===== src/rtl/memoria_instrucoes_prog_pkg.sv =====
// Shared definitions for the programmable instruction memory: instruction field
// layout, opcode constants, loader FSM states and the chunk-count helper.
package memoria_pkg;

    localparam logic [5:0] OPC_ADD  = 6'b000000;
    localparam logic [5:0] OPC_ADDI = 6'b010000;
    localparam logic [5:0] OPC_BNE  = 6'b001011;
    localparam logic [5:0] OPC_IN   = 6'b100000;
    localparam logic [5:0] OPC_OUT  = 6'b100010;
    localparam logic [5:0] OPC_JUMP = 6'b110000;

    localparam int OPC_MSB = 33;
    localparam int OPC_LSB = 28;
    localparam int RD_MSB  = 27;
    localparam int RD_LSB  = 22;
    localparam int RS_MSB  = 21;
    localparam int RS_LSB  = 16;
    localparam int RT_MSB  = 15;
    localparam int RT_LSB  = 10;
    localparam int IMM_MSB = 9;
    localparam int IMM_LSB = 0;

    typedef enum logic [1:0] {
        IDLE,
        LOAD,
        DONE
    } state_t;

    // Number of programming chunks needed to cover one instruction word.
    function automatic int nch_calc(input int instr_w, input int chunk_w);
        return (instr_w + chunk_w - 1) / chunk_w;
    endfunction

endpackage


===== src/rtl/memoria_instrucoes_prog_if.sv =====
// Fetch and programming bus of the instruction memory. The parity_err signal only
// exists when PARITY_CHECK_EN is defined.
interface memoria_instrucoes_prog_if #(
    parameter int INSTR_W = 34,
    parameter int ADDR_W  = 10,
    parameter int CHUNK_W = 8
);

    logic [ADDR_W-1:0]  read_address;
    logic [INSTR_W-1:0] Instrucao;
    logic               addr_fault;
    logic               fetch_stall;
    logic               prog_start;
    logic [ADDR_W:0]    prog_len;
    logic [CHUNK_W-1:0] prog_data;
    logic               prog_valid;
    logic               prog_ready;
    logic               prog_done;
    logic               prog_error;
`ifdef PARITY_CHECK_EN
    logic               parity_err;
`endif

    modport master (
`ifdef PARITY_CHECK_EN
        input  parity_err,
`endif
        output read_address, prog_start, prog_len, prog_data, prog_valid,
        input  Instrucao, addr_fault, fetch_stall, prog_ready, prog_done, prog_error
    );

    modport slave (
`ifdef PARITY_CHECK_EN
        output parity_err,
`endif
        input  read_address, prog_start, prog_len, prog_data, prog_valid,
        output Instrucao, addr_fault, fetch_stall, prog_ready, prog_done, prog_error
    );

endinterface


===== src/rtl/memoria_word_asm.sv =====
// Assembles instruction words from little-endian programming chunks; word_ready
// marks the cycle in which the last chunk of a word is accepted.
module memoria_word_asm #(
    parameter int INSTR_W = 34,
    parameter int CHUNK_W = 8,
    parameter int NCH     = 5
) (
    input  logic               clock,
    input  logic               reset,
    input  logic               clear,
    input  logic               chunk_valid,
    input  logic [CHUNK_W-1:0] chunk_data,
    output logic               word_ready,
    output logic [INSTR_W-1:0] word_out
);

    localparam int ASM_W = NCH * CHUNK_W;
    localparam int CNT_W = (NCH > 1) ? $clog2(NCH) : 1;

    logic [ASM_W-1:0] asm_reg;
    logic [ASM_W-1:0] asm_next;
    logic [CNT_W-1:0] chunk_cnt;

    // New chunks enter at the top so that chunk 0 ends up in the least significant bits.
    assign asm_next   = ASM_W'({chunk_data, asm_reg} >> CHUNK_W);
    assign word_out   = asm_next[INSTR_W-1:0];
    assign word_ready = chunk_valid && (chunk_cnt == CNT_W'(NCH - 1));

    always_ff @(posedge clock or negedge reset) begin
        if (!reset) begin
            asm_reg   <= '0;
            chunk_cnt <= '0;
        end else if (clear) begin
            chunk_cnt <= '0;
        end else if (chunk_valid) begin
            asm_reg   <= asm_next;
            chunk_cnt <= word_ready ? '0 : chunk_cnt + 1'b1;
        end
    end

endmodule


===== src/rtl/memoria_instrucoes_prog.sv =====
// Run-time programmable instruction memory with registered fetch and a chunked
// loader port. Define PARITY_CHECK_EN to store and check an even-parity bit per word.
module memoria_instrucoes_prog
    import memoria_pkg::*;
#(
    parameter int                 INSTR_W  = 34,
    parameter int                 ADDR_W   = 10,
    parameter int                 DEPTH    = 64,
    parameter int                 CHUNK_W  = 8,
    parameter logic [INSTR_W-1:0] NOP_WORD = '0
) (
    input  logic                      clock,
    input  logic                      reset,
    memoria_instrucoes_prog_if.slave  bus
);

    localparam int              NCH     = nch_calc(INSTR_W, CHUNK_W);
    localparam int              IDX_W   = (DEPTH > 1) ? $clog2(DEPTH) : 1;
    localparam logic [ADDR_W:0] DEPTH_L = (ADDR_W + 1)'(DEPTH);
`ifdef PARITY_CHECK_EN
    localparam int              MEM_W   = INSTR_W + 1;
`else
    localparam int              MEM_W   = INSTR_W;
`endif

    state_t             state;
    state_t             state_next;
    logic [ADDR_W:0]    word_cnt;
    logic [ADDR_W:0]    len_eff;
    logic               start_load;
    logic               chunk_accept;
    logic               word_ready;
    logic               last_word;
    logic [INSTR_W-1:0] asm_word;
    logic [MEM_W-1:0]   fetch_word;
    logic [MEM_W-1:0]   mem [DEPTH];

    assign start_load   = (state == IDLE) && bus.prog_start;
    assign chunk_accept = bus.prog_valid && bus.prog_ready;
    assign last_word    = word_ready && (word_cnt == len_eff - 1'b1);
    assign fetch_word   = mem[bus.read_address[IDX_W-1:0]];

    memoria_word_asm #(
        .INSTR_W (INSTR_W),
        .CHUNK_W (CHUNK_W),
        .NCH     (NCH)
    ) u_word_asm (
        .clock       (clock),
        .reset       (reset),
        .clear       (start_load),
        .chunk_valid (chunk_accept),
        .chunk_data  (bus.prog_data),
        .word_ready  (word_ready),
        .word_out    (asm_word)
    );

    always_ff @(posedge clock or negedge reset) begin
        if (!reset) begin
            state <= IDLE;
        end else begin
            state <= state_next;
        end
    end

    always_comb begin
        state_next      = state;
        bus.prog_ready  = 1'b0;
        bus.fetch_stall = 1'b0;
        case (state)
            IDLE: begin
                if (bus.prog_start && (bus.prog_len != '0)) begin
                    state_next = LOAD;
                end
            end
            LOAD: begin
                bus.prog_ready  = 1'b1;
                bus.fetch_stall = 1'b1;
                if (last_word) begin
                    state_next = DONE;
                end
            end
            DONE: begin
                state_next = IDLE;
            end
            default: begin
                state_next = IDLE;
            end
        endcase
    end

    // Zero-length loads finish without leaving IDLE, so prog_done is a register
    // rather than a decode of the DONE state.
    always_ff @(posedge clock or negedge reset) begin
        if (!reset) begin
            word_cnt       <= '0;
            len_eff        <= '0;
            bus.prog_done  <= 1'b0;
            bus.prog_error <= 1'b0;
        end else begin
            bus.prog_done <= 1'b0;
            if (start_load) begin
                word_cnt       <= '0;
                len_eff        <= (bus.prog_len > DEPTH_L) ? DEPTH_L : bus.prog_len;
                bus.prog_error <= (bus.prog_len > DEPTH_L);
                if (bus.prog_len == '0) begin
                    bus.prog_done <= 1'b1;
                end
            end
            if ((state == LOAD) && word_ready) begin
                word_cnt <= word_cnt + 1'b1;
                if (last_word) begin
                    bus.prog_done <= 1'b1;
                end
            end
        end
    end

    always_ff @(posedge clock) begin
        if ((state == LOAD) && word_ready) begin
`ifdef PARITY_CHECK_EN
            mem[word_cnt[IDX_W-1:0]] <= {^asm_word, asm_word};
`else
            mem[word_cnt[IDX_W-1:0]] <= asm_word;
`endif
        end
    end

    always_ff @(posedge clock or negedge reset) begin
        if (!reset) begin
            bus.Instrucao  <= NOP_WORD;
            bus.addr_fault <= 1'b0;
`ifdef PARITY_CHECK_EN
            bus.parity_err <= 1'b0;
`endif
        end else if (state == LOAD) begin
            bus.Instrucao  <= NOP_WORD;
            bus.addr_fault <= 1'b0;
`ifdef PARITY_CHECK_EN
            bus.parity_err <= 1'b0;
`endif
        end else if ({1'b0, bus.read_address} >= DEPTH_L) begin
            bus.Instrucao  <= NOP_WORD;
            bus.addr_fault <= 1'b1;
`ifdef PARITY_CHECK_EN
            bus.parity_err <= 1'b0;
`endif
        end else begin
            bus.addr_fault <= 1'b0;
`ifdef PARITY_CHECK_EN
            if (^fetch_word) begin
                bus.Instrucao  <= NOP_WORD;
                bus.parity_err <= 1'b1;
            end else begin
                bus.Instrucao  <= fetch_word[INSTR_W-1:0];
                bus.parity_err <= 1'b0;
            end
`else
            bus.Instrucao  <= fetch_word;
`endif
        end
    end

endmodule

===== src/flat_wrapper.sv =====
// flat-port wrapper written by rule: the top's interface ports become plain ports
module memoria_instrucoes_prog_flat import memoria_pkg::*;
#(
    parameter int                 INSTR_W  = 34,
    parameter int                 ADDR_W   = 10,
    parameter int                 DEPTH    = 64,
    parameter int                 CHUNK_W  = 8,
    parameter logic [INSTR_W-1:0] NOP_WORD = '0
)
  (clock, reset, bus_read_address, bus_prog_start, bus_prog_len, bus_prog_data, bus_prog_valid, bus_Instrucao, bus_addr_fault, bus_fetch_stall, bus_prog_ready, bus_prog_done, bus_prog_error);
  memoria_instrucoes_prog_if #(.INSTR_W(INSTR_W), .ADDR_W(ADDR_W), .CHUNK_W(CHUNK_W)) bus_i ();
  input  logic clock;
  input  logic reset;
  input wire logic [$bits(bus_i.read_address)-1:0] bus_read_address;
  input wire logic [$bits(bus_i.prog_start)-1:0] bus_prog_start;
  input wire logic [$bits(bus_i.prog_len)-1:0] bus_prog_len;
  input wire logic [$bits(bus_i.prog_data)-1:0] bus_prog_data;
  input wire logic [$bits(bus_i.prog_valid)-1:0] bus_prog_valid;
  output wire logic [$bits(bus_i.Instrucao)-1:0] bus_Instrucao;
  output wire logic [$bits(bus_i.addr_fault)-1:0] bus_addr_fault;
  output wire logic [$bits(bus_i.fetch_stall)-1:0] bus_fetch_stall;
  output wire logic [$bits(bus_i.prog_ready)-1:0] bus_prog_ready;
  output wire logic [$bits(bus_i.prog_done)-1:0] bus_prog_done;
  output wire logic [$bits(bus_i.prog_error)-1:0] bus_prog_error;
  assign bus_i.read_address = bus_read_address;
  assign bus_i.prog_start = bus_prog_start;
  assign bus_i.prog_len = bus_prog_len;
  assign bus_i.prog_data = bus_prog_data;
  assign bus_i.prog_valid = bus_prog_valid;
  assign bus_Instrucao = bus_i.Instrucao;
  assign bus_addr_fault = bus_i.addr_fault;
  assign bus_fetch_stall = bus_i.fetch_stall;
  assign bus_prog_ready = bus_i.prog_ready;
  assign bus_prog_done = bus_i.prog_done;
  assign bus_prog_error = bus_i.prog_error;
  memoria_instrucoes_prog #(.INSTR_W(INSTR_W), .ADDR_W(ADDR_W), .DEPTH(DEPTH), .CHUNK_W(CHUNK_W), .NOP_WORD(NOP_WORD)) u_core (.clock(clock), .reset(reset), .bus(bus_i));
endmodule

===== config.mk =====
export PLATFORM = sky130hd
export DESIGN_NAME = memoria_instrucoes_prog_flat
export DESIGN_NICKNAME = d
export VERILOG_FILES = /design/src/rtl/memoria_instrucoes_prog_pkg.sv /design/src/rtl/memoria_instrucoes_prog_if.sv /design/src/rtl/memoria_word_asm.sv /design/src/rtl/memoria_instrucoes_prog.sv /design/src/flat_wrapper.sv
export SDC_FILE = /design/constraint.sdc
export NUM_CORES = 2
export LEC_CHECK = 0
export ABC_AREA = 0
export CORE_MARGIN = 2
export CORE_UTILIZATION = 30
export DETAILED_ROUTE_END_ITERATION = 6
export PLACE_DENSITY = 0.56
export SETUP_SLACK_MARGIN = 0.4
export SYNTH_ARGS = -nofsm -noshare
export SYNTH_HDL_FRONTEND = slang
export SYNTH_HIERARCHICAL = 1
export SYNTH_SLANG_ARGS = --single-unit
export TNS_END_PERCENT = 20

===== constraint.sdc =====
create_clock -name clock -period 6.4 [get_ports clock]
set_input_delay 0.96 -clock clock [delete_from_list [all_inputs] [get_ports clock]]
set_output_delay 0.96 -clock clock [all_outputs]
set_load 0.01 [all_outputs]

==> impl_metrics.env <==
export IMPL_critical_path_cell_by_cell="clkdlybuf4s50_1 > or4_1 > nor2_2 > nand2_1 > o22ai_1 > nor2_1 > a21oi_1"
export IMPL_synthDominantCellAreaShare_pct=74.83
export IMPL_grt_util_met2_pct=27.12
export IMPL_finalClockSkew_ns=0.04009
export IMPL_post_synthesis_share_of_cell_area_spent_on_and_or_nand_and_nor_gates_pct=2.079
export IMPL_cts_hold_buffers=1
export IMPL_critical_path_at_ns=5.28
export IMPL_fp_dieW_um=543.5
export IMPL_maxCapViolCount=0
export IMPL_finish_net_count=4159
export IMPL_h_tree_depth=4
export IMPL_synth_main_ff_cell="sky130_fd_sc_hd__edfxtp_1"
export IMPL_grt_most_used_layer="met2"
export IMPL_run_status="finished clean"
export IMPL_main_combinational_cell_family_by_area_after_synthesis="multiplexers"
export IMPL_synth_area_mm2=0.08733
export IMPL_post_synth_num_cell_types=64
export IMPL_power_share_sequential_pct=56.5
export IMPL_grt_use_met1_pct=22.68
export IMPL_path_max_fanout=12
export IMPL_clock_power_share_pct=37.1
export IMPL_timing_critical_path_slowest_cell_delay_ns=1.03
export IMPL_synth_warnings=6
export IMPL_cts_resized_gates=0
export IMPL_postCtsSetupBuffers=0
export IMPL_wl_per_cell_um=30.21
export IMPL_cts_buffer_depth=3
export IMPL_die_y_um=543.5
export IMPL_largest_register_ffs=2176
export IMPL_detailedRoute_firstPassIterationCount=6
export IMPL_post_drt_via_cell_ratio=5.136
export IMPL_pin_count=72
export IMPL_netSwitchingFraction_pct=24.66
export IMPL_min_period_over_period_pct=70.25
export IMPL_port_buffer_count=71
export IMPL_grt_setup_unrepaired="no"
export IMPL_synth_edf_count=2176
export IMPL_synthArstFlopShare_pct=4.225
export IMPL_yosys_area_share_xor_xnor_pct=0.1103
export IMPL_setup_viol_count_final=0
export IMPL_syn_area_per_cell_um2=22.58
export IMPL_detail_route_antenna_nets=0
export IMPL_finalSetupTns_ns=0
export IMPL_grt_pass1_vias=42123
export IMPL_worst_endpoint_required_ns=7.19
export IMPL_synth_yosys_seq_area_share_pct=77.58
export IMPL_worst_skew_pair_late_latency_ns=0.88
export IMPL_ir_worst_vdd_mv=0.2646
export IMPL_tritoncts_num_buffers=216
export IMPL_combinationalPowerShare_pct=6.4
export IMPL_floorplan_rows=198
export IMPL_met3_usage_pct=2.643
export IMPL_largest_net_degree_at_the_start_of_global_routing=74
export IMPL_tritoncts="built"
export IMPL_flip_flop_and_latch_count_after_synthesis=2272
export IMPL_crit_path_end_kind="flip-flop"
export IMPL_syn_to_final_growth_pct=15.38
export IMPL_holdWs_ns=0.4968
export IMPL_proportion_of_layout_cells_with_a_drive_suffix_above_1_pct=28.15
export IMPL_hold_depth=1
export IMPL_worst_setup_hold_path_clk_slew_ns=0.06
export IMPL_grt_remaining_overflow=0
export IMPL_cts_root_buffer_cell="sky130_fd_sc_hd__clkbuf_16"
export IMPL_report_final_slew_viol_count=0
export IMPL_synth_area_mux_share_pct=16.83
export IMPL_max_freq_mhz=222.4
export IMPL_power_switching_mw=8.316
export IMPL_synth_compound_area_share_pct=1.850
export IMPL_power_density_cell_area_mw_per_mm2=334.6
export IMPL_globalplace_congestion=0.8594
export IMPL_post_synth_fa_ha_maj_area_fraction_pct=0.05731
export IMPL_internal_dissipation_mw=25.40
export IMPL_antenna_violations_before_repair=17
export IMPL_critPathLaunchType="primary input"
export IMPL_final_min_clock_period_ns=4.496
export IMPL_clock_sink_count=2272
export IMPL_yosys_area_top_type="sky130_fd_sc_hd__edfxtp_1"
export IMPL_crit_path_top_delay_cell="sky130_fd_sc_hd__o22ai_1"
export IMPL_setup_worst_path_class="in2reg"
export IMPL_dp_hpwl_um=151700
export IMPL_dieArea_mm2=0.2954
export IMPL_report_final_hold_viol_count=0
export IMPL_grt_first_pass_wirelength_um=345300
export IMPL_drt_iter0_markers=5198
export IMPL_worst_r2r_setup_slack_ns=2.18
export IMPL_drc=0
export IMPL_total_routing_usage_gr_pct=16.68
export IMPL_synth_top_cells_by_area="sky130_fd_sc_hd__edfxtp_1, sky130_fd_sc_hd__mux4_2, sky130_fd_sc_hd__dfrtp_1"
export IMPL_total_wirelength_of_the_detailed_routed_design_um=248200
export IMPL_vias=42193
export IMPL_coreArea_mm2=0.2903
export IMPL_p_leak_nw=31.08
export IMPL_postSynthCellCount=3868
export IMPL_power_mw=33.72
export IMPL_worst_slew_pin_slew_ns=1.407
export IMPL_hp_class="in2reg"
export IMPL_floorplan_initialDensity_pct=30.08
export IMPL_mappedNetlistNets=3905
export IMPL_maxSlewHeadroom_pct=6.206
export IMPL_worst_r2r_path_depth=10
routing by layer:
layer	routed length, um	up-vias
met2	120100	1823
met1	101500	23150
li1	-	16855
met5	0	-
met4	9268	0
met3	17360	365
final timing paths:
kind / endpoint / from
worst max-delay path: u_core/bus.Instrucao[3] / bus_read_address[9]
worst min-delay path: u_core/mem[10][32] / bus_prog_data[0]
worst max register to register: u_core/mem[13][28] / u_core/state[1]
worst min register to register: u_core/len_eff[10] / u_core/len_eff[10]
max in group asynchronous: u_core/u_word_asm/asm_reg[39] / reset
min in group asynchronous: u_core/bus.Instrucao[20] / reset
power by group through the flow:
stage / Combinational (mW) / Clock, mW / Sequential (mW)
6_report: 2.15 / 12.5 / 19.1
3_3_place_gp: 2.11 / 0 / 19.4
4_1_cts: 2.16 / 12.8 / 19.1
2_1_floorplan: 0.963 / 0 / 18.8
3_5_place_dp: 2.16 / 0 / 19.4
5_1_grt: 2.25 / 13.3 / 19.2
kinds of logic after synthesis:
group / count (synthesis)
flops: 2272
mux: 718
simple gates: 388
compound gates: 252
buf+inv: 223
xor+xnor: 11
fa+ha+maj: 4
synthesized netlist by cell type (all sizes together), types with 6 or more instances:
master     n
nor2b     24
buf      150
nand3     39
o211ai    15
inv       11
o21ai     39
and2      17
nand4      7
clkbuf    60
a221oi     6
a22o       6
o22ai     35
a22oi     18
and3      13
dfrtp     96
nand2    126
mux2      49
nor4       7
a31oi     20
nor2     110
a21oi     59
a211oi    35
mux4     586
nand2b    11
xnor2      6
nor3      12
edfxtp  2176
mux2i     83
cells in the final DEF (no fill, tap or decap), types with 7 or more instances in the layout:
cell type,Yosys,routed
sky130_fd_sc_hd__nor2_4,0,62
sky130_fd_sc_hd__a211oi_1,35,35
sky130_fd_sc_hd__o22ai_1,35,35
sky130_fd_sc_hd__buf_4,49,155
sky130_fd_sc_hd__clkbuf_16,0,217
sky130_fd_sc_hd__bufinv_16,0,12
sky130_fd_sc_hd__nand2_1,126,126
sky130_fd_sc_hd__mux4_2,586,586
sky130_fd_sc_hd__clkinv_2,0,22
sky130_fd_sc_hd__mux2_2,19,19
sky130_fd_sc_hd__a22oi_1,18,18
sky130_fd_sc_hd__and2_1,17,17
sky130_fd_sc_hd__a31oi_1,20,20
sky130_fd_sc_hd__edfxtp_1,2176,2176
sky130_fd_sc_hd__nor2_1,109,46
sky130_fd_sc_hd__buf_12,3,23
sky130_fd_sc_hd__clkbuf_8,0,14
sky130_fd_sc_hd__clkbuf_1,60,71
sky130_fd_sc_hd__dfrtp_1,96,66
sky130_fd_sc_hd__clkinv_1,2,47
sky130_fd_sc_hd__nand3_1,39,39
sky130_fd_sc_hd__clkdlybuf4s50_1,0,63
sky130_fd_sc_hd__nor2b_1,23,23
sky130_fd_sc_hd__a21oi_1,59,59
sky130_fd_sc_hd__mux2i_1,83,83
sky130_fd_sc_hd__dfrtp_2,0,12
sky130_fd_sc_hd__nor3_1,12,10
sky130_fd_sc_hd__and3_1,13,12
sky130_fd_sc_hd__dfrtp_4,0,18
sky130_fd_sc_hd__nand2b_1,11,11
sky130_fd_sc_hd__o21ai_0,30,30
sky130_fd_sc_hd__o211ai_1,15,15
sky130_fd_sc_hd__clkinvlp_4,0,10
sky130_fd_sc_hd__nand4_1,7,7
sky130_fd_sc_hd__inv_1,10,9
sky130_fd_sc_hd__mux2_4,30,30
sky130_fd_sc_hd__o21ai_1,9,9
worst max-delay path: cells and delay by family:
| kind | cells | cell delay, ns |
|---|---|---|
| buffers and inverters | 1 | 0.43 |
| and+or+nand+nor | 4 | 2.56 |
| AOI/OAI and AO/OA | 2 | 1.29 |
layout make-up:
| cell class | count | area, um^2 |
|---|---|---|
| well taps | 3900 | 4880 |
| multi-input cells | 1373 | 18760 |
| flip-flops and latches | 2272 | 67830 |
| repair buffers | 246 | 2321 |
| fillers | 26837 | 189600 |
| clock inverters | 103 | 1015 |
| diodes | 6 | 15.01 |
| inverters | 13 | 53.80 |
| clock buffers | 302 | 5889 |
through the flow:
stage	utilization (%)	cell area, um^2	setup WS [ns]	cells
floorplan	-	87330	1.502	3868
global placement	32.32	93830	1.052	7803
detailed placement	32.32	93830	1.038	7803
CTS	34.70	100700	1.969	8209
global route	34.70	100700	1.877	8210
finish	34.70	100800	1.904	8215
No activity file was read; power rests on OpenSTA's default activity.
